`src/rtl/keypad_pkg.sv`:
```
// Shared types, key map and row/column helpers for the 4x4 keypad scanner.
package keypad_pkg;

    typedef enum logic [1:0] {
        SCAN,
        CONFIRM,
        PRESSED
    } state_t;

    typedef struct packed {
        logic       hit;
        logic       ghost;
        logic [1:0] row;
    } row_class_t;

    // Indexed {row, col}: r0 = 1 2 3 A, r1 = 4 5 6 B, r2 = 7 8 9 C, r3 = E 0 F D
    localparam logic [3:0] KEY_MAP [16] = '{
        4'h1, 4'h2, 4'h3, 4'hA,
        4'h4, 4'h5, 4'h6, 4'hB,
        4'h7, 4'h8, 4'h9, 4'hC,
        4'hE, 4'h0, 4'hF, 4'hD
    };

    function automatic logic [3:0] col_rotate(input logic [3:0] col);
        return {col[2:0], col[3]};
    endfunction

    function automatic logic [1:0] col_index(input logic [3:0] col);
        case (col)
            4'b1110: return 2'd0;
            4'b1101: return 2'd1;
            4'b1011: return 2'd2;
            4'b0111: return 2'd3;
            default: return 2'd0;
        endcase
    endfunction

    // Exactly one low row is a hit; several low rows is a ghost.
    function automatic row_class_t classify_rows(input logic [3:0] rows);
        row_class_t res;
        logic [2:0] n;
        res = '0;
        n   = 3'd0;
        for (int i = 0; i < 4; i++) begin
            if (!rows[i]) begin
                n       = n + 3'd1;
                res.row = 2'(i);
            end
        end
        res.hit   = (n == 3'd1);
        res.ghost = (n > 3'd1);
        return res;
    endfunction

endpackage

```
`src/rtl/sync_2ff.sv`:
```
// Two-flop synchroniser, resets to all-ones so idle pulled-up lines read inactive.
module sync_2ff #(
    parameter int WIDTH = 4
) (
    input  logic             clk,
    input  logic             rst_n,
    input  logic [WIDTH-1:0] d,
    output logic [WIDTH-1:0] q
);

    logic [WIDTH-1:0] meta_reg;
    logic [WIDTH-1:0] sync_reg;

    for (genvar gi = 0; gi < WIDTH; gi++) begin : g_bit
        always_ff @(posedge clk or negedge rst_n) begin
            if (!rst_n) begin
                meta_reg[gi] <= 1'b1;
                sync_reg[gi] <= 1'b1;
            end else begin
                meta_reg[gi] <= d[gi];
                sync_reg[gi] <= meta_reg[gi];
            end
        end
    end

    assign q = sync_reg;

endmodule

```
`src/rtl/keypad_encoder.sv`:
```
// 4x4 keypad scanner: column rotation, debounced press/release and ghost rejection,
// producing a hex key code with a one-cycle valid strobe.
module keypad_encoder
    import keypad_pkg::*;
#(
    parameter int SCAN_DIV = 100000,
    parameter int DEBOUNCE = 8
) (
    input  logic       clk,
    input  logic       rst_n,
    input  logic [3:0] row_n,
    output logic [3:0] col_n,
    output logic [3:0] key_code,
    output logic       key_valid,
    output logic       key_held
);

    localparam int              CW     = (SCAN_DIV > 2) ? $clog2(SCAN_DIV) : 1;
    localparam logic [CW-1:0]   LAST   = CW'(SCAN_DIV - 1);
    localparam logic [7:0]      DB_MAX = 8'(DEBOUNCE);

    logic [3:0]    row_s;
    logic [CW-1:0] slot_reg;
    logic [7:0]    db_reg;
    logic [1:0]    cand_row_reg;
    state_t        state_reg;
    logic [3:0]    col_reg;
    logic [3:0]    code_reg;
    logic          valid_reg;
    logic          held_reg;

    logic          slot_end;
    row_class_t    rc;
    logic [7:0]    db_inc;

    sync_2ff #(.WIDTH(4)) u_sync (
        .clk   (clk),
        .rst_n (rst_n),
        .d     (row_n),
        .q     (row_s)
    );

    assign slot_end = (slot_reg == LAST);
    assign rc       = classify_rows(row_s);
    assign db_inc   = db_reg + 8'd1;

    always_ff @(posedge clk or negedge rst_n) begin
        if (!rst_n) begin
            slot_reg     <= '0;
            db_reg       <= 8'd0;
            cand_row_reg <= 2'd0;
            state_reg    <= SCAN;
            col_reg      <= 4'b1110;
            code_reg     <= 4'h0;
            valid_reg    <= 1'b0;
            held_reg     <= 1'b0;
        end else begin
            valid_reg <= 1'b0;
            slot_reg  <= slot_end ? '0 : slot_reg + 1'b1;
            if (slot_end) begin
                case (state_reg)
                    SCAN: begin
                        if (rc.hit) begin
                            cand_row_reg <= rc.row;
                            if (DB_MAX == 8'd1) begin
                                state_reg <= PRESSED;
                                code_reg  <= KEY_MAP[{rc.row, col_index(col_reg)}];
                                valid_reg <= 1'b1;
                                held_reg  <= 1'b1;
                                db_reg    <= 8'd0;
                            end else begin
                                state_reg <= CONFIRM;
                                db_reg    <= 8'd1;
                            end
                        end else begin
                            col_reg <= col_rotate(col_reg);
                        end
                    end
                    CONFIRM: begin
                        if (rc.hit && rc.row == cand_row_reg) begin
                            if (db_inc == DB_MAX) begin
                                state_reg <= PRESSED;
                                code_reg  <= KEY_MAP[{cand_row_reg, col_index(col_reg)}];
                                valid_reg <= 1'b1;
                                held_reg  <= 1'b1;
                                db_reg    <= 8'd0;
                            end else begin
                                db_reg <= db_inc;
                            end
                        end else begin
                            state_reg <= SCAN;
                            col_reg   <= col_rotate(col_reg);
                            db_reg    <= 8'd0;
                        end
                    end
                    PRESSED: begin
                        // Any hit on the locked column keeps the key held.
                        if (rc.hit) begin
                            db_reg <= 8'd0;
                        end else if (db_inc == DB_MAX) begin
                            state_reg <= SCAN;
                            held_reg  <= 1'b0;
                            col_reg   <= col_rotate(col_reg);
                            db_reg    <= 8'd0;
                        end else begin
                            db_reg <= db_inc;
                        end
                    end
                    default: begin
                        state_reg <= SCAN;
                        db_reg    <= 8'd0;
                    end
                endcase
            end
        end
    end

    assign col_n     = col_reg;
    assign key_code  = code_reg;
    assign key_valid = valid_reg;
    assign key_held  = held_reg;

endmodule

```
`config.mk`:
```
export PLATFORM = sky130hd
export DESIGN_NAME = keypad_encoder
export DESIGN_NICKNAME = d
export VERILOG_FILES = /design/src/rtl/keypad_pkg.sv /design/src/rtl/sync_2ff.sv /design/src/rtl/keypad_encoder.sv
export SDC_FILE = /design/constraint.sdc
export NUM_CORES = 1
export LEC_CHECK = 0
export ABC_AREA = 1
export CORE_ASPECT_RATIO = 0.75
export CORE_MARGIN = 2
export CORE_UTILIZATION = 45
export CTS_BUF_LIST = sky130_fd_sc_hd__clkbuf_8 sky130_fd_sc_hd__clkbuf_16
export CTS_CLUSTER_DIAMETER = 50
export CTS_CLUSTER_SIZE = 28
export DETAILED_ROUTE_END_ITERATION = 8
export GPL_TIMING_DRIVEN = 0
export PLACE_DENSITY = 0.69
export SLEW_MARGIN = 10
export SYNTH_ARGS = -nofsm -noshare
export SYNTH_HDL_FRONTEND = slang
export SYNTH_HIERARCHICAL = 1
export SYNTH_SLANG_ARGS = --single-unit
export TNS_END_PERCENT = 20
```
`constraint.sdc`:
```
create_clock -name clk -period 4.4 [get_ports clk]
set_input_delay 0.44 -clock clk [delete_from_list [all_inputs] [get_ports clk]]
set_output_delay 0.44 -clock clk [all_outputs]
set_load 0.005 [all_outputs]
```
==> impl_results.md <==
* Fillers at 572
* Post-synthesis sequential area ratio at a little over two fifths
* DRC violations left at 0
* Post-Synth Adder-Cell Area at 4.50%
* Worst path required time at between 4 and 5 ns
* Antenna-violating nets left at 0
* HPWL after detailed placement at 3990 microns
* CTS sink cnt at 47
* Worst-path clk slew at about 0.09 ns
* Max reg flops at 17
* Antenna violations before repair at 0
* Hold Buf Count CTS at 0
* Peak VDD IR at 0.000159 V
* Fin. max-slew vios at 0
* Syn avg cell area at 8.07 sq um
* Via density at 4.93
* Fmax at 410 MHz
* GRT Total Usage at 17.1%
* Startpoint types: flop
* Num CTS Buffers at 5
* Core Rows at 24
* Final period utilization at 55.4%
* Hold WS at 0.00725 ns
* Slew @ Worst Pin at 0.468 ns
* Number of enable flip-flop cells after synthesis at 0
* Post-Syn Area at about 2800 sq um
* Setup_tns at 0 ns
* Synth warnings at 6
* Detailed-route wire length per cell at 11.6 microns
* Insertion delay to the later sink of the worst-skew pair at 0.31 ns
* RePlAce Congestion at 0.838
* Port bufs at 15
* Synth area leader: dfrtp_1
* Ant. Diodes at 0
* Setup violators final at 0
* Final min period at 2.44 ns
* # IOs at 16
* Layout cells sized above 1 at a little under a fifth
* Placement Cell Area at a little over 3000 sq um
* Largest family of logic cells by synthesized area: simple AND/OR/NAND/NOR gates
* Net Sw Frac at 22.9%
* NumNets Final at 383
* Post-Route WL at approximately 5200 microns
* Core Footprint at 5890 sq um
* Clock Tree Root: clkbuf_8
* Synth Net Count at 360
* Clock power frac at around 38%
* Chip Height at 72.0 microns
* First-pass GRT wire length at around 9000 microns
* Vias at 2199
* Clock Tree Buf Depth at 2
* Vias in the first global route at 2033
* Resized Gates After CTS at 0
* Die X at 94.7 microns
* Storage element area at 1190 sq um
* Synthesis-to-finish area growth at 13.2%
* Ys async rst share at 100%
* Sequential group share of total power at 57.1%
* Top-count cell post-synth: nand2_1
* Min-delay worst type: in2async
* Synth Area in Compound Gates at 7.21%
* Setup Skew at 0.0115 ns
* Post-synth top flop: dfrtp_1
* Comb pwr share at 5.3%
* Pwr dens at 246 nW/um^2
* Crit path DAT at 2.67 ns
* CTS tree: yes
* Starting Density at between 40 and 50%
* Power Total at roughly 770 uW
* Most instantiated cells after synthesis: nand2_1 (84), inv_1 (46), dfrtp_1 (36)
* Synth area leaders: dfrtp_1 (32%), nand2_1 (11%), dfstp_2 (10%), inv_1 (6.2%), nand3_1 (5.0%)
* Initial DRT Pass Iterations at 4
* Largest net degree at the start of global routing at 36
* XOR/XNOR Fraction of Synth Area at 4.05%
* Finished layout cell area at 3140 sq um
* Post-synthesis register bit count at 47
* Critical path type: reg2reg
* Post-CTS setup buffer count at 0
* RSZ-0062 raised after global routing: no
* Multiplexer share of the synthesized area at 0%
* Lkg Pwr at 1.51 nW
* Status: finished clean
* Int Pwr at 596 uW
* Cells after Synth at between 300 and 400
* Psw at between 150 and 200 uW
* Die ar. at just under 7000 sq um
* Hold Vio Cnt, Final at 0
* H-tree depth at 2
* Post-synthesis cell type count at 35
* Violation count after the first detailed-route iteration at 110
* Simple-gate area share of the yosys netlist at 33.6%
* Synth top area share at 32.4%
* CP Max Fanout at 6
* Worst setup EP type: flop
* GRT Residual Overflow at 0
* MaxCap Viol Count at 0
* Worst slew margin at 68.5%
* Multi-input logic area at ~1400 sq um
## final cells by class
type / instances / share of cell area, %
plain buffers: 2 / 0.318
clock buffers: 7 / 3.06
clock inverters: 1 / 0.239
inverters: 55 / 6.57
multi-input cells: 240 / 43.6
flip-flops and latches: 47 / 37.8
well taps: 78 / 3.10
repair buffers: 16 / 5.25
## stage by stage
stage / std cells / worst slack, ns / utilization, %
after floorplan: 344 / 2.23 / -
after CTS: 446 / 1.95 / 53.4
after detailed placement: 438 / 1.96 / 51.7
after global routing: 446 / 1.77 / 53.4
after global placement: 437 / 1.54 / 51.4
final: 446 / 1.96 / 53.4
## power groups by stage
stage | clock network (mW) | registers, mW | logic [mW]
floorplan | 0 | 0.449 | 0.0232
global placement | 0 | 0.450 | 0.0390
detailed placement | 0 | 0.450 | 0.0420
CTS | 0.298 | 0.441 | 0.0422
global route | 0.320 | 0.442 | 0.0474
finish | 0.290 | 0.441 | 0.0411
## final timing paths
check                              startpoint           to  depth (start not counted)  slack, ns
setup reg to reg                  u_sync/q[1]    db_reg[3]                         14       1.96
setup / recovery                  u_sync/q[1]    db_reg[3]                         14       1.96
min in group clk           u_sync/meta_reg[3]  u_sync/q[3]                          0       0.36
hold reg to reg            u_sync/meta_reg[3]  u_sync/q[3]                          0       0.36
max in group asynchronous               rst_n  u_sync/q[1]                          2       3.83
hold / removal                          rst_n    db_reg[5]                          1      0.007
## critical path, cell delays in order (launching register included)
cell,delay (ns)
dfstp_2,0.54
inv_1,0.06
ha_1,0.31
inv_1,0.07
nand2_1,0.06
nand2_2,0.10
inv_1,0.05
ha_1,0.28
nor2_1,0.09
nand2_1,0.09
o21ai_4,0.09
nand2_4,0.11
a21oi_4,0.23
nand3_2,0.15
o21ai_1,0.16
## cells by family after synthesis
logic type,after synthesis
and+or+nand+nor,187
buffers and inverters,57
DFF,47
AOI/OAI and AO/OA,31
xor gates and xnor gates,12
adders and majority gates,10
## layer usage
metal	global-route usage, %	vias up	part of all wire [%]
met4	5.31	0	1.4
met3	3.43	8	3.4
met2	26.0	36	43
met5	0	-	0
met1	24.9	1017	53
li1	-	1138	-
## layout by cell type (no fill, tap or decap), types with 2 or more instances in the layout
cell              n
nand2_1          84
inv_1            46
dfrtp_1          36
nand3_1          28
nor2_1           26
clkdlybuf4s50_1  14
nand4_1          11
dfstp_2          11
o21ai_1          10
ha_1             10
inv_2             8
nor2_2            8
o21ai_0           8
nand2_2           7
xor2_1            7
clkbuf_8          7
nor3_1            6
nor2_4            5
a21oi_1           4
xnor2_1           4
nand3_2           4
buf_2             3
nor3b_1           2
nand3_4           2
nand2_4           2
o21ai_2           2
Power figures use the tool's default switching activity.
==> variant, RTL diff (same settings) <==
Encoding of `state_t`: now one-hot (3 bits for 3 states).
--- a/src/rtl/keypad_pkg.sv
+++ b/src/rtl/keypad_pkg.sv
@@ -1,10 +1,10 @@
 // Shared types, key map and row/column helpers for the 4x4 keypad scanner.
 package keypad_pkg;
 
-    typedef enum logic [1:0] {
-        SCAN,
-        CONFIRM,
-        PRESSED
+    typedef enum logic [2:0] {
+        SCAN    = 3'b001,
+        CONFIRM = 3'b010,
+        PRESSED = 3'b100
     } state_t;
 
     typedef struct packed {
Formal check against the unedited RTL: no difference found for any inputs over 10 cycles, from zero or initial values and one cycle with rst_n low; not proved beyond that.
==> variant against the unedited design <==
Maximum frequency fell by 2.0%. Count of clock-buffer cells in the layout fell by 2. Worst setup slack got worse by 0.048 ns. Power down 2.1%. Sequential cell count grew 1. Synthesized area up 5.5%. Design area increased by 4.6%. Routed wire length grew 9.3%. Critical path depth grew 1.
==> variant: results (changes against the unedited design) <==
* RePlAce Congestion: 0.8557 (+2.1%)
- The global router's overall resource usage was 0.1727 (+0.001386).
- Worst path top cell family by delay: simple AND/OR/NAND/NOR gates
- The instance count after placement with tap cells included came to 467 (+6.6%).
- Count of mapped cells out of synthesis: 370 (+7.6%)
- The static leakage power is 1.520 nW (+0.79%).
- The worst-case vdd ir drop came to 0.1237 mV (-22%).
- Data arrival time of the critical path: 2.69 ns (+0.02 ns)
- Number of buffers inserted to repair setup after CTS: 0 (unchanged)
- The total nets after synthesis is 386 (+7.2%).
* GR Util met2: 0.2716 (+0.01156)
* Total of cells resized after clock tree synthesis: 0 (unchanged)
- The post-detailed-route wirelength per cell came to 11.88 um (+2.6%).
- Antenna violations before repair: 0 (unchanged)
- The maximum buffer depth of the clock tree came to 2 (unchanged).
- Number of unique standard cell types used by synthesis: 31 (-11%)
- The via count of the first global-routing pass was 2166 (+6.5%).
- Number of iterations in the first detailed-routing pass: 5 (+1)
* Ranking of synthesized cells by instance count: sky130_fd_sc_hd__nand2_1 (100), sky130_fd_sc_hd__inv_1 (49), sky130_fd_sc_hd__dfrtp_1 (36)
- The share of post-route cells with drive strength above 1 was 0.1802 (-0.004580).
- Number of warnings printed during yosys synthesis: 6 (unchanged)
* Via density per instance: 4.937 (+0.13%)
- The first-pass GRT wire length is 9.880 mm (+7.3%).
- Pin count of the biggest net entering global routing: 26 (-28%)
- Global-route track usage on met1: 0.2437 (-0.005114)
- Count of filler cells inserted in the layout: 581 (+1.6%)
- The worst-margin pin slew was 0.5568 ns (+0.08830 ns).
* Result of the run: finished, final reports clean
* Area contributors post-synth: sky130_fd_sc_hd__dfrtp_1 (31%), sky130_fd_sc_hd__nand2_1 (13%), sky130_fd_sc_hd__dfstp_2 (11%)
- The layer flagged by global routing as most heavily used is met2.
- Net count reported at finish: 409 (+6.8%)
- The total half-perimeter wirelength after legalization and detailed placement is 4.315 mm (+8.2%).
- The final setup skew was 0.01041 ns (-0.001091 ns).
- Fraction of the yosys area taken by sequential cells: 0.4150 (-0.01335)
* Total wire length after detailed routing: 5.642 mm (+9.3%)
- The most used flip-flop cell after synthesis is sky130_fd_sc_hd__dfrtp_1.
* Number of H-tree levels: 2 (unchanged)
* Async set-reset flop share out of synthesis: 1.000 (unchanged)
* Number of DRC markers in iteration 0: 108 (-1.8%)
* Met3 GRT Util: 0.03425 (about the same)
[variant: kinds of logic after synthesis]
kind of cell,after synthesis,synth area share
fa+ha+maj,10,0.04270
flops,48,0.4150
buf+inv,55,0.07088
compound gates,27,0.05508
xor+xnor,9,0.02946
simple gates,221,0.3869
[variant: metrics by stage]
stage	util	area, um2	worst slack [ns]	power (mW)
detailed placement	0.5085	3197	1.929	0.4959
global placement	0.5061	3182	1.517	0.4928
global route	0.5232	3289	1.643	0.7912
finish	0.5232	3289	1.913	0.7567
CTS	0.5232	3289	1.907	0.7703
floorplan	-	2930	2.139	0.4765
[variant: area by class of cell]
type                       instances  area share
buffer                             1    0.001521
clock buffer                       5     0.02092
clock inverter                     3    0.007227
inverter                          54     0.06162
multi-input combinational        267      0.4580
sequential                        48      0.3697
tap                               81     0.03081
timing repair buffer              16     0.05021
[variant: path summary, 6_finish.rpt]
check	start	endpoint	slack [ns]	depth (start not counted)
setup / recovery	u_sync/q[1]	key_code[2]	1.91	15
hold / removal	rst_n	key_valid	0.11	1
setup reg to reg	u_sync/q[1]	key_code[2]	1.91	15
hold reg to reg	u_sync/meta_reg[1]	u_sync/q[1]	0.36	0
max in group asynchronous	rst_n	col_n[1]	3.69	2
min in group clk	u_sync/meta_reg[1]	u_sync/q[1]	0.36	0
[variant: where the power goes]
part | switching (mW) | internal (mW)
clock | 0.157 | 0.113
combinational | 0.0243 | 0.0122
sequential | 0.00254 | 0.448
[variant: metal layers]
layer,share of wire,vias to the layer above
li1,-,1224
met1,0.51,1073
met2,0.44,44
met3,0.044,4
met4,0.0078,0
met5,0,-
[variant: worst reg2reg max path, delay by kind of cell, from the launching register on]
family	cells	cell delay, ns
simple gates	7	0.77
flops	1	0.54
fa+ha+maj	2	0.48
xor+xnor	1	0.29
buf+inv	4	0.22
compound gates	1	0.06
